[config.mk]
export PLATFORM = sky130hd
export DESIGN_NAME = regfile_write_ctrl_flat
export DESIGN_NICKNAME = d
export VERILOG_FILES = /design/src/rtl/regfile_pkg.sv /design/src/rtl/regfile_write_ctrl_if.sv /design/src/rtl/regfile_write_ctrl_rr_arbiter.sv /design/src/rtl/regfile_write_ctrl.sv /design/src/flat_wrapper.sv
export SDC_FILE = /design/constraint.sdc
export NUM_CORES = 1
export LEC_CHECK = 0
export CORE_ASPECT_RATIO = 0.5
export CORE_MARGIN = 2
export CORE_UTILIZATION = 32
export DETAILED_ROUTE_END_ITERATION = 7
export GPL_TIMING_DRIVEN = 0
export HOLD_SLACK_MARGIN = 0.05
export PLACE_DENSITY = 0.76
export SLEW_MARGIN = 15
export SYNTH_ARGS = -nofsm -noshare
export SYNTH_HDL_FRONTEND = slang
export SYNTH_SLANG_ARGS = --single-unit
export TNS_END_PERCENT = 100
[constraint.sdc]
create_clock -name clk -period 1.35 [get_ports clk]
set_input_delay 0.27 -clock clk [delete_from_list [all_inputs] [get_ports clk]]
set_output_delay 0.27 -clock clk [all_outputs]
set_load 0.01 [all_outputs]
[src/rtl/regfile_pkg.sv]
// regfile_pkg: shared constants and types for the register-file write path.
//   ADDR_W       register address width
//   DATA_W       register data width
//   NUM_REGS     registers cleared by the post-reset zero-fill (2**ADDR_W)
//   ctrl_state_t controller state: INIT (zero-fill) or RUN (arbitration)
package regfile_pkg;

    localparam int ADDR_W   = 5;
    localparam int DATA_W   = 64;
    localparam int NUM_REGS = 2 ** ADDR_W;

    typedef enum logic {
        INIT = 1'b0,
        RUN  = 1'b1
    } ctrl_state_t;

endpackage

[src/rtl/regfile_write_ctrl_if.sv]
// regfile_write_ctrl_if: writeback requesters <-> write controller <-> register
// file write port.
//   req_valid  [NUM_REQ]          per-requester write request
//   req_addr   [NUM_REQ*ADDR_W]   packed addresses, requester i at [i*ADDR_W +: ADDR_W]
//   req_data   [NUM_REQ*DATA_W]   packed data, requester i at [i*DATA_W +: DATA_W]
//   req_ready  [NUM_REQ]          one-hot-or-zero grant; accept = valid & ready
//   rf_write_enable/addr/data     registered register-file write port
//   init_done                     high once the zero-fill has finished
//   grant_id   [ID_W]             requester whose write is on rf_* this cycle
// master: requester side; slave: the write controller.
interface regfile_write_ctrl_if #(
    parameter int NUM_REQ = 2,
    parameter int ADDR_W  = regfile_pkg::ADDR_W,
    parameter int DATA_W  = regfile_pkg::DATA_W
);
    localparam int ID_W = (NUM_REQ > 1) ? $clog2(NUM_REQ) : 1;

    logic [NUM_REQ-1:0]        req_valid;
    logic [NUM_REQ*ADDR_W-1:0] req_addr;
    logic [NUM_REQ*DATA_W-1:0] req_data;
    logic [NUM_REQ-1:0]        req_ready;
    logic                      rf_write_enable;
    logic [ADDR_W-1:0]         rf_write_addr;
    logic [DATA_W-1:0]         rf_write_data;
    logic                      init_done;
    logic [ID_W-1:0]           grant_id;

    modport master (
        output req_valid, req_addr, req_data,
        input  req_ready, rf_write_enable, rf_write_addr, rf_write_data,
               init_done, grant_id
    );

    modport slave (
        input  req_valid, req_addr, req_data,
        output req_ready, rf_write_enable, rf_write_addr, rf_write_data,
               init_done, grant_id
    );

endinterface

[src/rtl/regfile_write_ctrl_rr_arbiter.sv]
// rr_arbiter: combinational round-robin arbiter.
//   req     [N]      request vector
//   ptr     [IDX_W]  highest-priority index for this cycle
//   gnt     [N]      one-hot-or-zero grant
//   gnt_idx [IDX_W]  index of the granted request (0 when nothing is granted)
// The search starts at ptr and wraps modulo N; the first asserted request wins.
// The pointer itself is owned by the caller.
module rr_arbiter #(
    parameter int N = 2,
    localparam int IDX_W = (N > 1) ? $clog2(N) : 1
) (
    input  logic [N-1:0]     req,
    input  logic [IDX_W-1:0] ptr,
    output logic [N-1:0]     gnt,
    output logic [IDX_W-1:0] gnt_idx
);

    logic [IDX_W:0]   sum;
    logic [IDX_W-1:0] cand;
    logic             found;

    always_comb begin
        gnt     = '0;
        gnt_idx = '0;
        found   = 1'b0;
        sum     = '0;
        cand    = '0;
        for (int i = 0; i < N; i++) begin
            // One extra bit so ptr+i cannot overflow before the modulo fold.
            sum = {1'b0, ptr} + (IDX_W + 1)'(i);
            if (sum >= (IDX_W + 1)'(N)) begin
                sum = sum - (IDX_W + 1)'(N);
            end
            cand = sum[IDX_W-1:0];
            if (!found && req[cand]) begin
                found      = 1'b1;
                gnt[cand]  = 1'b1;
                gnt_idx    = cand;
            end
        end
    end

endmodule

[src/rtl/regfile_write_ctrl.sv]
// regfile_write_ctrl: write-port controller for the register file.
// After reset it zero-fills every register (one per cycle), then arbitrates
// round-robin among NUM_REQ writeback requesters onto the single write port.
//   clk      clock, all state on the rising edge
//   reset_n  synchronous active-low reset; restarts the zero-fill
//   bus      regfile_write_ctrl_if.slave: request handshake in, registered
//            rf_write_* / init_done / grant_id out
module regfile_write_ctrl
    import regfile_pkg::*;
#(
    parameter int NUM_REQ = 2,
    localparam int ID_W = (NUM_REQ > 1) ? $clog2(NUM_REQ) : 1
) (
    input  logic                 clk,
    input  logic                 reset_n,
    regfile_write_ctrl_if.slave  bus
);

    ctrl_state_t          state;
    logic [ADDR_W-1:0]    init_cnt;
    logic [ID_W-1:0]      rr_ptr;
    logic                 wr_en;
    logic [ADDR_W-1:0]    wr_addr;
    logic [DATA_W-1:0]    wr_data;
    logic [ID_W-1:0]      gid;
    logic                 done;

    logic [NUM_REQ-1:0]   gnt;
    logic [ID_W-1:0]      gnt_idx;
    logic                 accept;

    rr_arbiter #(.N(NUM_REQ)) u_arb (
        .req     (bus.req_valid),
        .ptr     (rr_ptr),
        .gnt     (gnt),
        .gnt_idx (gnt_idx)
    );

    // Grants are withheld during the zero-fill, so requests are ignored there
    // rather than queued. The arbiter only grants valid requesters, so any
    // grant in RUN is an acceptance.
    assign bus.req_ready = (state == RUN) ? gnt : '0;
    assign accept        = (state == RUN) && (|gnt);

    always_ff @(posedge clk) begin
        if (!reset_n) begin
            state    <= INIT;
            init_cnt <= '0;
            rr_ptr   <= '0;
            wr_en    <= 1'b0;
            wr_addr  <= '0;
            wr_data  <= '0;
            gid      <= '0;
            done     <= 1'b0;
        end else begin
            case (state)
                INIT: begin
                    wr_en    <= 1'b1;
                    wr_addr  <= init_cnt;
                    wr_data  <= '0;
                    gid      <= '0;
                    init_cnt <= init_cnt + 1'b1;
                    if (init_cnt == ADDR_W'(NUM_REGS - 1)) begin
                        state <= RUN;
                        done  <= 1'b1;
                    end
                end
                RUN: begin
                    if (accept) begin
                        wr_en   <= 1'b1;
                        wr_addr <= bus.req_addr[gnt_idx*ADDR_W +: ADDR_W];
                        wr_data <= bus.req_data[gnt_idx*DATA_W +: DATA_W];
                        gid     <= gnt_idx;
                        // Winner drops to lowest priority next cycle.
                        rr_ptr  <= (gnt_idx == ID_W'(NUM_REQ - 1)) ? '0
                                                                   : gnt_idx + ID_W'(1);
                    end else begin
                        // Address/data hold; only the enable drops.
                        wr_en <= 1'b0;
                    end
                end
                default: begin
                    state <= INIT;
                end
            endcase
        end
    end

    assign bus.rf_write_enable = wr_en;
    assign bus.rf_write_addr   = wr_addr;
    assign bus.rf_write_data   = wr_data;
    assign bus.grant_id        = gid;
    assign bus.init_done       = done;

endmodule

[src/flat_wrapper.sv]
// flat-port wrapper written by rule: the top's interface ports become plain ports
module regfile_write_ctrl_flat import regfile_pkg::*;
#(
    parameter int NUM_REQ = 2,
    localparam int ID_W = (NUM_REQ > 1) ? $clog2(NUM_REQ) : 1
)
  (clk, reset_n, bus_req_valid, bus_req_addr, bus_req_data, bus_req_ready, bus_rf_write_enable, bus_rf_write_addr, bus_rf_write_data, bus_init_done, bus_grant_id);
  regfile_write_ctrl_if #(.NUM_REQ(NUM_REQ), .ADDR_W((5)), .DATA_W((64))) bus_i ();
  input  logic clk;
  input  logic reset_n;
  input wire logic [$bits(bus_i.req_valid)-1:0] bus_req_valid;
  input wire logic [$bits(bus_i.req_addr)-1:0] bus_req_addr;
  input wire logic [$bits(bus_i.req_data)-1:0] bus_req_data;
  output wire logic [$bits(bus_i.req_ready)-1:0] bus_req_ready;
  output wire logic [$bits(bus_i.rf_write_enable)-1:0] bus_rf_write_enable;
  output wire logic [$bits(bus_i.rf_write_addr)-1:0] bus_rf_write_addr;
  output wire logic [$bits(bus_i.rf_write_data)-1:0] bus_rf_write_data;
  output wire logic [$bits(bus_i.init_done)-1:0] bus_init_done;
  output wire logic [$bits(bus_i.grant_id)-1:0] bus_grant_id;
  assign bus_i.req_valid = bus_req_valid;
  assign bus_i.req_addr = bus_req_addr;
  assign bus_i.req_data = bus_req_data;
  assign bus_req_ready = bus_i.req_ready;
  assign bus_rf_write_enable = bus_i.rf_write_enable;
  assign bus_rf_write_addr = bus_i.rf_write_addr;
  assign bus_rf_write_data = bus_i.rf_write_data;
  assign bus_init_done = bus_i.init_done;
  assign bus_grant_id = bus_i.grant_id;
  regfile_write_ctrl #(.NUM_REQ(NUM_REQ)) u_core (.clk(clk), .reset_n(reset_n), .bus(bus_i));
endmodule
* Word level (Yosys, flattened, before mapping)
Index checks and enable logic that the tools add are counted. Widths: inputs -> output; s select.
Word-level totals: bits in registers 79, logic and storage cells 61, output and inout bits 74
Operators by class: add/sub/neg operators 5, reduce and logical (&&, ||, !) cells 8, bitwise operators 2, multiply operators 1, shift-type cells 2, equal/unequal tests 2, order comparisons 6, mux-type cells 27
Operators by type and width (count):
- $pmux 64 s2 | 1
- $shiftx 128x8->64 | 1
- $mux 64 | 1
- $mux 1 | 16
- $pmux 5 s2 | 1
- $shiftx 10x5->5 | 1
- $mux 2 | 3
- $add 5x1->5 const B | 1
- $eq 5x5->1 const B | 1
- $mux 5 | 1
- $logic_and 1x1->1 | 4
- $lt 1x2->1 const B | 2
- $mul 1x3->4 const B | 1
- $pmux 1 s2 | 2
- $reduce_and 2->1 | 2
- $add 1x1->2 const B | 1
- $demux 1 s1 | 2
- $ge 1x1->1 const B | 2
- $ge 1x2->1 const B | 1
- $ge 2x2->1 const B | 1
- $ne 2x2->1 const B | 1
- $or 2x2->2 | 1
- $reduce_or 2->1 | 1
- $sub 1x1->1 const B | 2
- 3 further kinds | 3

* Longest topological paths before layout
depth in word-level cells 13, gate-level depth with buffers 6

* Hierarchy
Synthesis repeated with hierarchy kept, for this count alone.
Unflattened totals: cell total of the unflattened synthesis 358, area total of the unflattened synthesis 3752.3 um^2
By module, submodules not included:
- regfile_write_ctrl | cells an instance 354, times used 1, area each 3722.3 um^2, sequential area each 1581.5 um^2
- rr_arbiter | cells an instance 4, times used 1, area each 30.0 um^2, sequential area each 0.0 um^2

* Worst setup path before layout
OpenSTA, ideal clock, no wires.
path type register to register, start point reg u_core.state, end point reg u_core.wr_addr[4], in the netlist u_core.bus.rf_write_addr[4], stages on the path, launching flop included 5, library setup time 0.131 ns, arrival time 1.200 ns, setup slack 0.019 ns, data required time 1.219 ns, cell sequence dfxtp_1 buf_4 or3b_2 o221ai_1 a21oi_1
On the way: cells in the longest elaborated chain, start to end 2, elaborated cells on any way between the ends 4, those cells by class eq/ne: 1; mux: 1; bitwise: 1; reduce/logical: 1
RTL lines:
- start: declaration | RTL line regfile_write_ctrl.sv:19 | ctrl_state_t state;
- start signal: assignment | RTL line regfile_write_ctrl.sv:47 | state <= INIT;
- start signal: assignment | RTL line regfile_write_ctrl.sv:64 | state <= RUN;
- start signal: assignment | RTL line regfile_write_ctrl.sv:83 | state <= INIT;
- $not 1->1 or $logic_and 1x1->1 (tied branches) | RTL line regfile_write_ctrl.sv:56, regfile_write_ctrl.sv:43
- $pmux 5 s2 or $ne 2x2->1 (tied branches)
- end signal: assignment | RTL line regfile_write_ctrl.sv:59 | wr_addr <= init_cnt;
- end signal: assignment | RTL line regfile_write_ctrl.sv:71 | wr_addr <= bus.req_addr[gnt_idx*ADDR_W +: ADDR_W];
- end: declaration | RTL line regfile_write_ctrl.sv:23 | logic [ADDR_W-1:0] wr_addr;
Several ways; a longest one is shown, not always the timed one. A chain may end at the register's enable or synchronous reset.

* Worst setup path in the final report
start point reg u_core.state, end point out bus_req_ready[0]
On the way: cells in the longest elaborated chain, start to end 1
RTL lines:
- $mux 2 | RTL line regfile_write_ctrl.sv:42 | assign bus.req_ready = (state == RUN) ? gnt : '0;
- end: declaration | RTL line flat_wrapper.sv:14 | output wire logic [$bits(bus_i.req_ready)-1:0] bus_req_ready;
Every way passes these cells.

==> metrics <==
vias in the first global route=3257; Final Critical Period=1.44 ns; fin nets=667; Peak Freq=694 MHz; Row Count=25; Die Wd=146 microns; diode count=0; utilization after layout=62.1%; TritonCTS buffer count=9; GR Util met2=36.3%; P&R area growth vs syn=84.8%; failing checks=negative setup slack; crit path launch type=register; syn_nets=427; Crit Path Max Fanout=4; Crit Path Category=reg2out; initial antenna violation count=0; Syn Std Cell Area=0.00324 sq mm; port buffer count=215; htree depth=3; Post-synth top flop=dfxtp_1; worst min path class=reg2reg; DR WL/cell=17.6 microns; Leak=2.67 nW; grt ovf=0; setup ws final=-0.0910 ns; post-synthesis simple-gate area fraction=17.6%; Post-Syn Area per Cell=11.4 sq um; final wirelength=11600 microns; Worst EP arrival=1.17 ns; Final Power=5.07 mW; hpwl dp=8440 microns; pins over their slew limit=0; register area share after synthesis=48.9%; final count of negative-setup-slack endpoints=64; synthesized instance count=283; slew margin rel.=76.2%; pre-CTS setup slack=-0.693 ns; 1st-pass router iterations=4; Pwr Density=849 mW/mm^2; first-pass GRT wire length=17200 microns; mux share of post-synthesis cell area=0.619%; clk sinks=79; Clk Latency, worst-skew pair=0.33 ns; clk_skew=0.00480 ns; vias post-DR=3213; CTS tree=built; Ys Warns=0; Design Area, Final=0.00598 sq mm; Fin. Hold Viols=0; vias per std cell=4.85; number of flops mapped to enable cells by yosys=0; compound-cell area share of the yosys netlist=24.2%; top cells by area, synth=dfxtp_1 (49%), a221o_1 (20%), and2_0 (12%), buf_6 (3.8%), buf_8 (1.4%); combinational family with the most area after synthesis=compound AO/OA/AOI/OAI gates; ANT nets after route=0; xor and xnor area share after synthesis=0.812%; unrepaired setup endpoints after global routing=yes; clk slew on worst S/H paths=0.06 ns; GR Util met3=4.91%; Post-Synth Adder-Cell Area=0.773%; core area=0.00963 sq mm; grt met1 use=24.3%; clock tree buffer depth=2; post-route clock period utilization=107%; total track usage=20.3%; IO Pins=216; DRT iter0 DRCs=90; Worst-Margin Slew=0.357 ns; share of layout cells above drive strength 1=18.0%; asr flop ratio synth=0%; Remaining DRCs=0; Final Hold Slack=0.469 ns; VDD IR-drop max=0.000637 V; gpl congestion=0.759; Yosys top cell by area=dfxtp_1; final std cells w/o fill=662; type of destination of the critical path=primary output; status=finished, violations left; post-synth top area share=48.9%; maxcap violations=0; CTS root buf=clkbuf_16; cts-stage hold buffer count=0; Initial Utilization=33.6%; full die area=0.0110 sq mm; Die Height=75.1 microns; #FFs+latches synth=79; fill count=841; TNS Setup=-3.33 ns; dpl cells=633; largest net degree at the start of global routing=14; GR peak layer=met2; critical path required time=1.08 ns; Post-DP Area=0.00556 sq mm; Yosys cell types=34
repair_timing:
item                       4_1_cts  5_1_grt
gates cloned                     8        0
setup buffers                    4        2
gates resized for setup        139        8
pin swaps                       60        1
setup endpoints to repair      143       73
report_power, final:
group,switching [mW],internal [mW]
clock,0.991,1.23
combinational,0.106,0.392
sequential,0.0123,2.34
total,1.11,3.96
area by class of cell:
| type | count | area (sq um) | area share, % |
|---|---|---|---|
| timing repair buffer | 229 | 2190 | 36.7 |
| sequential | 79 | 1590 | 26.5 |
| multi-input combinational | 179 | 1510 | 25.3 |
| buffer | 24 | 250 | 4.19 |
| clock buffer | 9 | 225 | 3.77 |
| tap | 135 | 169 | 2.83 |
| clock inverter | 6 | 38.8 | 0.649 |
| inverter | 1 | 3.75 | 0.0628 |
path summary, 6_finish.rpt:
kind	start	endpoint	slack, ns	depth (start not counted)
worst max register to register	u_core.state$_SDFF_PN0_	u_core.bus.rf_write_data[5]$_SDFFE_PN0P_	-0.08	5
worst max-delay path	u_core.state$_SDFF_PN0_	bus_req_ready[0]	-0.09	4
worst min-delay path	u_core.bus.init_done$_SDFFE_PN0P_	u_core.bus.init_done$_SDFFE_PN0P_	0.47	1
worst min register to register	u_core.bus.init_done$_SDFFE_PN0P_	u_core.bus.init_done$_SDFFE_PN0P_	0.47	1
cell families (layout without fill, tap and decap cells):
group / Yosys count / count (layout)
AND/OR/NAND/NOR: 89 / 89
adder cells (fa/ha/maj): 2 / 2
buffers and inverters: 25 / 269
flip-flops: 79 / 79
AO/OA/AOI/OAI: 83 / 83
multiplexers: 2 / 2
XOR/XNOR: 3 / 3
cell usage after synthesis, types with 2 or more instances:
cell and count:
dfxtp_1 79, a221o_1 64, and2_0 60, buf_6 11, a21oi_1 5, buf_2 5, nor2b_1 5, and2_1 4
and2_2 4, o221ai_1 4, o32ai_1 4, buf_4 3, buf_8 3, nand2_1 3, xnor2_1 3, and3_1 2
clkbuf_1 2, ha_1 2, mux2i_1 2, nor2_1 2, nor3_1 2, o21a_1 2
flip-flops by register name, summed over array words and instances, names as in the netlist:
register,count
u_core.bus.grant_id,1
u_core.rr_ptr,1
u_core.bus.rf_write_enable,1
u_core.init_cnt,5
u_core.bus.rf_write_addr,5
u_core.bus.init_done,1
u_core.bus.rf_write_data,64
u_core.state,1
cells in the final DEF (no fill, tap or decap), drive strengths merged, types with 2 or more instances in the layout:
cell type / count
nand2: 3
a221o: 64
o32ai: 4
dlygate4sd2: 74
clkbuf: 10
buf: 39
nor3: 2
clkdlybuf4s50: 138
xnor2: 3
o221ai: 4
and3: 2
nor2: 3
o21a: 2
a21oi: 5
clkinv: 4
mux2i: 2
ha: 2
clkinvlp: 2
and2: 68
dfxtp: 79
nor2b: 5
layer usage:
layer / vias to the layer above / routed length (microns)
met2: 83 / 5940
li1: 1567 / -
met1: 1539 / 4950
met5: - / 0
met4: 0 / 288
met3: 24 / 447
worst max-delay path, stage by stage (launching register included):
cell     delay [ns]
dfxtp_2        0.36
buf_6          0.12
buf_8          0.09
and3_4         0.17
buf_6          0.10
No activity file was read; power rests on OpenSTA's default activity.
